## src/rtl/memory_arbiter_pkg.sv

```systemverilog
// rtl/memory_arbiter_pkg.sv - shared types and defaults for the two-port memory arbiter
package memory_arbiter_pkg;

  localparam int MEMORY_WIDTH = 32;
  localparam int ARB_TIMEOUT  = 64;

  typedef enum logic [1:0] {
    ARB_IDLE    = 2'd0,
    ARB_SETUP   = 2'd1,
    ARB_STROBE  = 2'd2,
    ARB_RELEASE = 2'd3
  } arb_state_t;

  typedef enum logic {
    PORT_I = 1'b0,
    PORT_D = 1'b1
  } port_t;

endpackage

```

## src/rtl/memory_arbiter_rr2.sv

```systemverilog
// rtl/memory_arbiter_rr2.sv - two-way round-robin picker, combinational in req and last_grant
module arbiter_rr2 (
  input  logic [1:0] req,
  input  logic       last_grant,
  output logic       valid,
  output logic       grant
);

  // req[1] is port D, req[0] is port I; a tie goes to whoever did not win last
  always_comb begin
    valid = |req;
    grant = (req == 2'b11) ? ~last_grant : req[1];
  end

endmodule

```

## src/rtl/memory_arbiter.sv

```systemverilog
// rtl/memory_arbiter.sv - shares one strobe/ack memory between instruction and data ports
module memory_arbiter
  import memory_arbiter_pkg::*;
#(
  parameter int WIDTH   = MEMORY_WIDTH,
  parameter int TIMEOUT = ARB_TIMEOUT,
  localparam int BYTES  = WIDTH / 8,
  localparam int CW     = $clog2(TIMEOUT)
) (
  input  logic              clk,
  input  logic              reset,
  input  logic              i_req,
  input  logic [31:0]       i_addr,
  input  logic              i_read_write,
  input  logic [BYTES-1:0]  i_byte_enable,
  input  logic [WIDTH-1:0]  i_data_in,
  output logic [WIDTH-1:0]  i_data_out,
  output logic              i_ack,
  output logic              i_error,
  input  logic              d_req,
  input  logic [31:0]       d_addr,
  input  logic              d_read_write,
  input  logic [BYTES-1:0]  d_byte_enable,
  input  logic [WIDTH-1:0]  d_data_in,
  output logic [WIDTH-1:0]  d_data_out,
  output logic              d_ack,
  output logic              d_error,
  output logic [31:0]       mem_addr,
  output logic              mem_enable,
  output logic              mem_read_write,
  output logic [BYTES-1:0]  mem_byte_enable,
  output logic [WIDTH-1:0]  mem_data_in,
  input  logic [WIDTH-1:0]  mem_data_out,
  input  logic              mem_ack
);

  arb_state_t    state;
  port_t         grant;
  port_t         last_grant;
  logic [CW-1:0] cnt;
  logic          pick_valid;
  logic          pick;

  arbiter_rr2 u_rr (
    .req        ({d_req, i_req}),
    .last_grant (last_grant),
    .valid      (pick_valid),
    .grant      (pick)
  );

  always_ff @(posedge clk) begin
    if (reset) begin
      state           <= ARB_IDLE;
      grant           <= PORT_I;
      last_grant      <= PORT_I;
      cnt             <= '0;
      mem_enable      <= 1'b0;
      mem_read_write  <= 1'b1;
      mem_addr        <= '0;
      mem_byte_enable <= '0;
      mem_data_in     <= '0;
      i_ack           <= 1'b0;
      d_ack           <= 1'b0;
      i_error         <= 1'b0;
      d_error         <= 1'b0;
      i_data_out      <= '0;
      d_data_out      <= '0;
    end else begin
      i_ack   <= 1'b0;
      d_ack   <= 1'b0;
      i_error <= 1'b0;
      d_error <= 1'b0;
      case (state)
        ARB_IDLE: begin
          if (pick_valid) begin
            mem_addr        <= pick ? d_addr        : i_addr;
            mem_read_write  <= pick ? d_read_write  : i_read_write;
            mem_byte_enable <= pick ? d_byte_enable : i_byte_enable;
            mem_data_in     <= pick ? d_data_in     : i_data_in;
            grant           <= port_t'(pick);
            last_grant      <= port_t'(pick);
            state           <= ARB_SETUP;
          end
        end
        ARB_SETUP: begin
          // address and data have been stable for a full cycle before the strobe rises
          mem_enable <= 1'b1;
          cnt        <= '0;
          state      <= ARB_STROBE;
        end
        ARB_STROBE: begin
          if (mem_ack) begin
            if (mem_read_write) begin
              if (grant == PORT_D) d_data_out <= mem_data_out;
              else                 i_data_out <= mem_data_out;
            end
            if (grant == PORT_D) d_ack <= 1'b1;
            else                 i_ack <= 1'b1;
            mem_enable <= 1'b0;
            state      <= ARB_RELEASE;
          end else if (cnt == CW'(TIMEOUT - 1)) begin
            // abandoned strobe: complete with error, leave read data as it was
            if (grant == PORT_D) begin
              d_ack   <= 1'b1;
              d_error <= 1'b1;
            end else begin
              i_ack   <= 1'b1;
              i_error <= 1'b1;
            end
            mem_enable <= 1'b0;
            state      <= ARB_RELEASE;
          end else begin
            cnt <= cnt + CW'(1);
          end
        end
        ARB_RELEASE: begin
          if (!mem_ack) state <= ARB_IDLE;
        end
        default: state <= ARB_IDLE;
      endcase
    end
  end

endmodule

```

## config.mk

```make
export PLATFORM = sky130hd
export DESIGN_NAME = memory_arbiter
export DESIGN_NICKNAME = d
export VERILOG_FILES = /design/src/rtl/memory_arbiter_pkg.sv /design/src/rtl/memory_arbiter_rr2.sv /design/src/rtl/memory_arbiter.sv
export SDC_FILE = /design/constraint.sdc
export NUM_CORES = 1
export LEC_CHECK = 0
export ABC_AREA = 1
export CORE_MARGIN = 5
export CORE_UTILIZATION = 24
export DETAILED_ROUTE_END_ITERATION = 16
export MAX_ROUTING_LAYER = met4
export PLACE_DENSITY_LB_ADDON = 0.05
export RECOVER_POWER = 100
export SLEW_MARGIN = 20
export SYNTH_ARGS = -nofsm -noshare
export SYNTH_HDL_FRONTEND = slang
export SYNTH_SLANG_ARGS = --single-unit
```

## constraint.sdc

```tcl
create_clock -name clk -period 2.3 [get_ports clk]
set_clock_uncertainty 0.2 [all_clocks]
set_input_delay 0.23 -clock clk [delete_from_list [all_inputs] [get_ports clk]]
set_output_delay 0.23 -clock clk [all_outputs]
set_load 0.01 [all_outputs]
```

# Word level (Yosys, flattened, before mapping)

Cells that the tools add are included.

Reductions and logical operators: 11
Equality and inequality tests: 10
Bitwise logic cells: 2
$add $sub $neg: 1
Multiplexer cells: 22

Operators by type and width:

| kind                                                                   | count |
|---|---|
| 32-bit 2-to-1 mux                                                      | 2 |
| 6-bit 2-to-1 mux                                                       | 2 |
| 6-bit case mux with 2 select lines                                     | 1 |
| 1-bit 2-to-1 mux                                                       | 10 |
| 2-bit 2-to-1 mux                                                       | 4 |
| 2-bit inequality test (second input constant)                          | 4 |
| 2-bit case mux with 4 select lines                                     | 1 |
| 4-bit AND reduction                                                    | 2 |
| 6-bit by 1-bit adder with 6-bit output (second input constant)         | 1 |
| 2-bit equality test (second input constant)                            | 3 |
| 6-bit equality test (second input constant)                            | 1 |
| 3-bit AND reduction                                                    | 2 |
| 4-bit 2-to-1 mux                                                       | 1 |
| 2-bit AND reduction                                                    | 2 |
| 2-bit OR reduction                                                     | 2 |
| 3-bit inequality test (second input constant)                          | 1 |
| 3-bit OR reduction                                                     | 1 |
| 2-bit by 1-bit equality test with 1-bit output (second input constant) | 1 |
| 2-bit logical NOT                                                      | 1 |
| 1-bit NOT                                                              | 2 |
| 1-bit case mux with 2 select lines                                     | 1 |
| 2-bit nonzero test                                                     | 1 |

Bits of input ports: 175
Bits in registers: 147
Word-level logic and storage cells: 60
Output and inout bits: 138

# Depth between registers and ports, before layout

Gate-level depths: netlist of the first run.

Depth after elaboration: 4
Gate-level depth with buffers: 9
Mapped depth without buffers: 9

# By module

From an unflattened synthesis of the first run, not the netlist that was laid out.

Cells, all modules: 837
Area, all modules: 6,138.4 um2

Modules (own cells, without submodules):

| module         | cells an instance | sequential area each (um2) | times used | area each (um2) |
|---|---|---|---|---|
| memory_arbiter | 834               | 2,942.8                    | 1          | 6,123.4 |
| arbiter_rr2    | 3                 | 0.0                        | 1          | 15.0 |

# Least setup slack after synthesis of the first run

OpenSTA, ideal clock, no wires.

Path kind: register to register
From: reg state[0]
To: reg i_data_out[0]
Setup time: 0.116 ns
Stages on the path, launching flop included: 10
Data arrival time: 1.384 ns
Setup slack: 0.600 ns
Required time: 1.984 ns
Clock period less this slack: 1.700 ns
Path buffers: 2
Cells stage by stage: dfxtp_1 > inv_1 > ha_1 > buf_4 > nand2_2 > nor3_2 > inv_2 > buf_2 > nor2_1 > nor2_1

Word-level cells in the longest chain between the ends: 2

Ends and longest elaborated chain:

| element                       | line                 | source |
|---|---|---|
| start, declared               | memory_arbiter.sv:37 | `arb_state_t state;` |
| start signal, assigned        | memory_arbiter.sv:53 | `state <= ARB_IDLE;` |
| start signal, assigned        | memory_arbiter.sv:82 | `state <= ARB_SETUP;` |
| start signal, assigned        | memory_arbiter.sv:89 | `state <= ARB_STROBE;` |
| 2-bit equality test           | memory_arbiter.sv:73 | `case (state)` |
| 4-bit AND reduction (no line) | n/a                  |  |
| end signal, assigned          | memory_arbiter.sv:95 | `else i_data_out <= mem_data_out;` |
| end, declared                 | memory_arbiter.sv:17 | `output logic [WIDTH-1:0] i_data_out,` |

No other way between the ends.
A chain may end at the register's enable or synchronous reset.

# Final worst setup path of the first run

From: reg state[0]
To: reg mem_read_write

Word-level cells in the longest chain between the ends: 2

Ends and longest elaborated chain:

| element                       | line                 | source |
|---|---|---|
| 2-bit logical NOT             | memory_arbiter.sv:73 |  |
| 2-bit AND reduction (no line) | n/a                  |  |
| end signal, assigned          | memory_arbiter.sv:77 | `mem_read_write <= pick ? d_read_write : i_read_write;` |
| end, declared                 | memory_arbiter.sv:30 | `output logic mem_read_write,` |

No other way between the ends.

==> results of run 1 <==
[synth_stat cells (all sizes together)]
cell / instances
ha: 6
inv: 24
buf: 37
o21ai: 138
nor3: 2
a21oi: 4
nand3: 6
nor4: 2
dfxtp: 147
nand4: 4
nor2: 140
a31oi: 68
clkbuf: 20
a211oi: 1
nand2: 170
a22oi: 1
[metrics by stage]
step	instance area, µm²	cells	utilization
global route	9810	1388	0.415
floorplan	5790	770	-
detailed placement	9200	1355	0.390
global placement	9200	1355	0.390
CTS	9820	1387	0.416
finish	9810	1388	0.415
[final timing paths]
path | start | end | slack, ns
setup reg to reg | state[0] | mem_read_write | 0.22
hold / removal | i_data_in[9] | mem_data_in[9] | 0.16
hold reg to reg | d_data_out[0] | d_data_out[0] | 0.29
setup / recovery | state[0] | mem_read_write | 0.22
[state kept, by name, indices dropped and copies added, names as in the netlist, 2 cells and up]
signal           flops
d_data_out          32
i_data_out          32
mem_addr            32
mem_data_in         32
cnt                  6
mem_byte_enable      4
state                2
[routing by layer]
layer | track usage | wire length, µm | part of all wire | vias to the layer above
met5 | - | 0 | 0 | -
met4 | 0.0491 | 386 | 0.017 | 0
met2 | 0.252 | 10500 | 0.47 | 190
li1 | - | - | - | 3143
met1 | 0.197 | 9630 | 0.43 | 2732
met3 | 0.0581 | 1810 | 0.081 | 22
[cells in the final DEF, fill, tap and decap left out, types with 4 or more instances in the layout]
cell and instances:
nand2_1 168, buf_4 4, clkdlybuf4s50_1 174, a21oi_1 4, nand4_1 4, o21ai_0 131, ha_1 6, clkbuf_16 17
dlygate4sd3_1 138, dfxtp_1 147, a31oi_1 68, nor2_1 139, inv_8 4, inv_1 19, nand3_1 6, buf_12 4
inv_6 5, o21ai_1 7, inv_2 4
[where the power goes]
part / total, mW / internal [mW] / switching (mW)
logic: 3.35 / 1.51 / 1.85
registers: 3.44 / 3.17 / 0.278
clock network: 2.93 / 1.66 / 1.28
total: 9.73 / 6.33 / 3.40
[worst reg2reg max path, delay by kind of cell, from the launching register on]
kind / cells / cell delay (ns)
AOI/OAI and AO/OA: 2 / 0.28
adders and majority gates: 1 / 0.22
buffers and inverters: 4 / 0.78
DFF: 1 / 0.33
and+or+nand+nor: 1 / 0.15
[final cells by class]
type / instances / area [µm²]
clock buffers: 17 / 425
repair buffers: 323 / 3260
well taps: 319 / 399
flip-flops and latches: 147 / 2940
fillers: 2412 / 13800
clock inverters: 15 / 186
multi-input cells: 542 / 2500
inverters: 24 / 91.3
diodes: 1 / 2.50
[cells by family after synthesis]
kind of cell               count (synthesis)  synth area share
AOI/OAI and AO/OA                        212             0.199
adders and majority gates                  6            0.0130
buffers and inverters                     81            0.0618
DFF                                      147             0.509
and+or+nand+nor                          324             0.218
==> out/metrics.cfg, run 1 <==
[clock_tree]
hold_buffers = 0
post-cts-setup-buffers = 0
root_buffer = clkbuf_16
clk_pin_slew_ns = 0.07
cts-htree-levels = 4
cts.sinks = 147
cts_tree = done
clock_latency_ns = 0.42
numCtsBuffers = 17
cts-resized-gates = 0
clk_path_buf_depth = 2

[layout]
area_growth_pct = 69.5
layout-drive-gt1-share = 0.0496
fin_nets = 1236

[sta]
hold_violations = 0
period_minus_slack_ns = 2.08
rsz0062_at_grt = false
slew_viol_final = 0
setup_tns_ns = 0
setup_violations = 0
period_share = 0.903
slew_headroom = 0.585
hold_slack_ns = 0.162
fin_ws_ns = 0.223
fmax_mhz = 481
worst_pin_slew_ns = 0.622

[synthesis]
synth_top_area_cell = dfxtp_1
ys_seq_area_frac = 0.509
ys_seq_elements = 147
synth_top_area_share = 0.509
synth.net_count = 951
synth_cell_types = 21
syn_area_um2 = 5790
synth_cells = 770
syn_area_per_cell_um2 = 7.52
yosys_warnings = 0
synth_area_leaders = dfxtp_1, o21ai_0, nand2_1

[detailed_routing]
vias = 6087
viasPerCell = 4.39
drc = 0
drt_wl_total_um = 22300
drt-initial-drc-count = 243
drt_pass1_iterations = 5
wl_per_cell_um = 16.1
antenna_left = 0

[run_status]
status = finished, final reports clean

[pwr]
p_leak_nw = 4.33
peakVddDrop_mv = 0.405
total_power_mw = 9.73
p_per_area_nw_per_um2 = 992

[floorplanning]
die-height_um = 165
core_area_um2 = 23600
fp-row-count = 56
io_pins = 313
start_util = 0.245
dieArea_um2 = 27300
chipWidth_um = 165

[place]
io_buffers = 312
gp_congestion = 0.777
place_ws_ns = 0.274
hpwl_um = 15900

[global_routing]
gr-total-overflow = 0
grt_pass1_wl_um = 33300
grt_antenna_before_repair = 1
grt_pass1_vias = 6000
grt_usage = 0.162
grt_max_degree = 87

[setup_path]
cpMostUsedCell = inv_1
path_delay_family = buffers and inverters
crit_path_start_kind = flip-flop
cp_num_cells = 8
worst_ep_required_time_ns = 2.41
endpoint_kind = flip-flop
max_stage_delay_ns = 0.45
critPathKind = flip-flop to flip-flop
cp_cell_sequence = inv_1, ha_1, inv_1, nor2_4, clkbuf_2, inv_1, a21oi_1, o21ai_0
worst_path_max_delay_cell = clkbuf_2
path_max_fanout = 27
worst-path-buf-inv = 4
r2r.worst_path.cells = 8
worstPathArrival_ns = 2.18

[min_path]
hold_depth = 3
hold_class = input pin to flip-flop

[flow_run]
cap_violations = 0

No activity file was read; power rests on OpenSTA's default activity.
==> run 2: changes to the inputs <==
--- a/config.mk
+++ b/config.mk
@@ -9,6 +9,7 @@
 export CORE_MARGIN = 5
 export CORE_UTILIZATION = 24
 export DETAILED_ROUTE_END_ITERATION = 16
+export HOLD_SLACK_MARGIN = 0.06
 export MAX_ROUTING_LAYER = met4
 export PLACE_DENSITY_LB_ADDON = 0.05
 export RECOVER_POWER = 100
==> results of run 2 <==
The final DEF is identical to that of run 1; final timing and power are the same.
==> run 3: changes to the inputs <==
--- a/config.mk
+++ b/config.mk
@@ -7,7 +7,7 @@
 export LEC_CHECK = 0
 export ABC_AREA = 1
 export CORE_MARGIN = 5
-export CORE_UTILIZATION = 24
+export CORE_UTILIZATION = 39
 export DETAILED_ROUTE_END_ITERATION = 16
 export HOLD_SLACK_MARGIN = 0.06
 export MAX_ROUTING_LAYER = met4
==> run 3 against run 2 <==
Compared with the run above: non-clock buffer count increased by 7; count of clock-buffer cells in the layout increased by 1; first-iteration DRC count increased by 47%; sequential share of layout area increased by 0.25 points; clock power increased by 3%; global-route usage increased by 7.1 points; utilization increased by 25 points; routed wire length decreased by 8.3%; sequential power about the same; combinational power increased by 2%; critical endpoint is now mem_data_in[16]; largest cell class unchanged; largest power group unchanged.
==> out/metrics.cfg, run 3 (synthesized netlist as in run 1, its figures left out) <==
[pwr]
comb_power_share = 0.346  ; was 0.345
power.share.clock = 0.305  ; was 0.301
p_leak_nw = 4.36  ; was 4.33 nW
cell_internal_pwr_mw = 6.68  ; was 6.33 mW
power_switching_mw = 3.22  ; was 3.40 mW
sequentialPowerShare = 0.349  ; was 0.354
peakVddDrop_mv = 0.547  ; was 0.405 mV
sw_frac_of_total = 0.325  ; was 0.349
p_per_area_nw_per_um2 = 1020  ; was 992 nW/µm²

[floorplanning]
core_area_um2 = 14500  ; was 23600 µm²
io_pins = 313  ; unchanged
die-height_um = 132  ; was 165 µm
dieArea_um2 = 17400  ; was 27300 µm²
chipWidth_um = 132  ; was 165 µm
fp-row-count = 44  ; was 56
start_util = 0.398  ; was 0.245

[clock_tree]
cts-resized-gates = 0  ; unchanged
post-cts-setup-buffers = 0  ; unchanged
root_buffer = clkbuf_16  ; unchanged
clk_pin_slew_ns = 0.06  ; was 0.07 ns
cts_tree = done  ; unchanged
clock_latency_ns = 0.42  ; about the same
cts.sinks = 147  ; unchanged
clk_path_buf_depth = 2  ; unchanged
numCtsBuffers = 17  ; unchanged
hold_buffers = 0  ; unchanged
cts-htree-levels = 4  ; unchanged

[setup_path]
endpoint_kind = flip-flop  ; unchanged
critPathKind = flip-flop to flip-flop  ; unchanged
crit_path_start_kind = flip-flop  ; unchanged
r2r.worst_path.cells = 7  ; was 8
r2r-start = state[1]  ; was state[0]
path_max_fanout = 32  ; was 27
worst_ep_required_time_ns = 2.45  ; was 2.41 ns
regToRegSetupSlack_ns = 0.22  ; about the same
reg2reg_to = mem_data_in[16]  ; was mem_read_write
worstPathArrival_ns = 2.23  ; was 2.18 ns

[detailed_routing]
drt_pass1_iterations = 5  ; unchanged
viasPerCell = 4.88  ; was 4.39
vias = 6154  ; was 6087
drc = 0  ; unchanged
drt-initial-drc-count = 357  ; was 243
antenna_left = 0  ; unchanged
wl_per_cell_um = 16.2  ; was 16.1 µm
drt_wl_total_um = 20500  ; was 22300 µm

[sta]
hold_violations = 0  ; unchanged
fmax_mhz = 481  ; about the same
fin_ws_ns = 0.220  ; was 0.223 ns
worst_pin_slew_ns = 0.613  ; was 0.622 ns
setup_tns_ns = 0  ; unchanged
slew_viol_final = 0  ; unchanged
rsz0062_at_grt = false  ; unchanged
slew_headroom = 0.591  ; was 0.585
period_minus_slack_ns = 2.08  ; about the same
period_share = 0.904  ; was 0.903
setup_violations = 0  ; unchanged

[global_routing]
grt_max_degree = 80  ; was 87
grt_pass1_vias = 5733  ; was 6000
grt_pass1_wl_um = 31700  ; was 33300 µm
gr-total-overflow = 0  ; unchanged
grt_usage = 0.233  ; was 0.162
grt_antenna_before_repair = 2  ; was 1

[layout]
fin_nets = 1243  ; was 1236
layout-drive-gt1-share = 0.0502  ; was 0.0496
final_cell_area_um2 = 9730  ; was 9810 µm²
final_cell_mix = clkdlybuf4s50_1, nand2_1, dfxtp_1  ; unchanged
postLayoutCoreUtil = 0.669  ; was 0.415
layout_commonest_cell = clkdlybuf4s50_1  ; unchanged
area_growth_pct = 68.1  ; was 69.5%
final_cell_count_no_fill = 1261  ; was 1388

[min_path]
hold_depth = 3  ; unchanged
hold_class = input pin to flip-flop  ; unchanged
worstHoldStart = i_addr[14]  ; was i_data_in[9]
worstHoldEndpoint = mem_addr[14]  ; was mem_data_in[9]

[place]
dpl-instance-area_um2 = 9110  ; was 9200 µm²
io_buffers = 312  ; unchanged
place_ws_ns = 0.235  ; was 0.274 ns
hpwl_um = 14800  ; was 15900 µm
gp_congestion = 0.824  ; was 0.777
dpl.cell_count = 1227  ; was 1355

[flow_run]
cap_violations = 0  ; unchanged

[run_status]
status = finished, final reports clean  ; unchanged

run 3: worst max-delay path, cell delays in order (launching register included):
cell and delay (ns):
dfxtp_1 0.33, inv_1 0.12, ha_1 0.21, inv_1 0.08, nor2_4 0.33, clkbuf_4 0.43, o21ai_0 0.12, a31oi_1 0.17
run 3: worst max-delay path by stage:
stage / startpoint / endpoint / slack (ns) / depth (start not counted)
2_1_floorplan: state[0] / i_data_out[0] / 0.60 / 9
3_3_place_gp: mem_ack / d_data_out[31] / 0.29 / 6
3_5_place_dp: mem_ack / d_data_out[12] / 0.23 / 6
4_1_cts: state[0] / d_data_out[2] / 0.26 / 7
5_1_grt: state[0] / mem_data_in[6] / 0.04 / 7
6_report: state[1] / mem_data_in[16] / 0.22 / 7
run 3: cell type report:
cell class | count | area, µm²
clock inverter | 14 | 211
timing repair buffer | 330 | 3310
fill | 1208 | 4810
multi-input combinational | 542 | 2500
sequential | 147 | 2940
inverter | 24 | 91.3
tap | 184 | 230
antenna | 2 | 5.00
clock buffer | 18 | 429
run 3: power groups by stage:
stage	sequential, mW	clock, mW	combinational (mW)
3_5_place_dp	3.52	0	3.72
2_1_floorplan	3.77	0	1.39
4_1_cts	3.48	3.05	3.74
6_report	3.45	3.02	3.43
3_3_place_gp	3.50	0	3.72
5_1_grt	3.52	3.18	3.75
run 3: through the flow:
stage,power [mW],hold slack (ns)
finish,9.90,0.165
global route,10.4,0.167
CTS,10.3,0.153
detailed placement,7.24,0.283
global placement,7.22,0.278
floorplan,5.16,0.0991
run 3: per-layer routing:
layer	GRT usage	share of wire	vias up	routed length, µm
met5	-	0	-	0
met4	0.0783	0.016	0	326
met3	0.0752	0.078	25	1590
met2	0.376	0.49	213	10100
met1	0.276	0.41	2748	8480
li1	-	-	3168	-
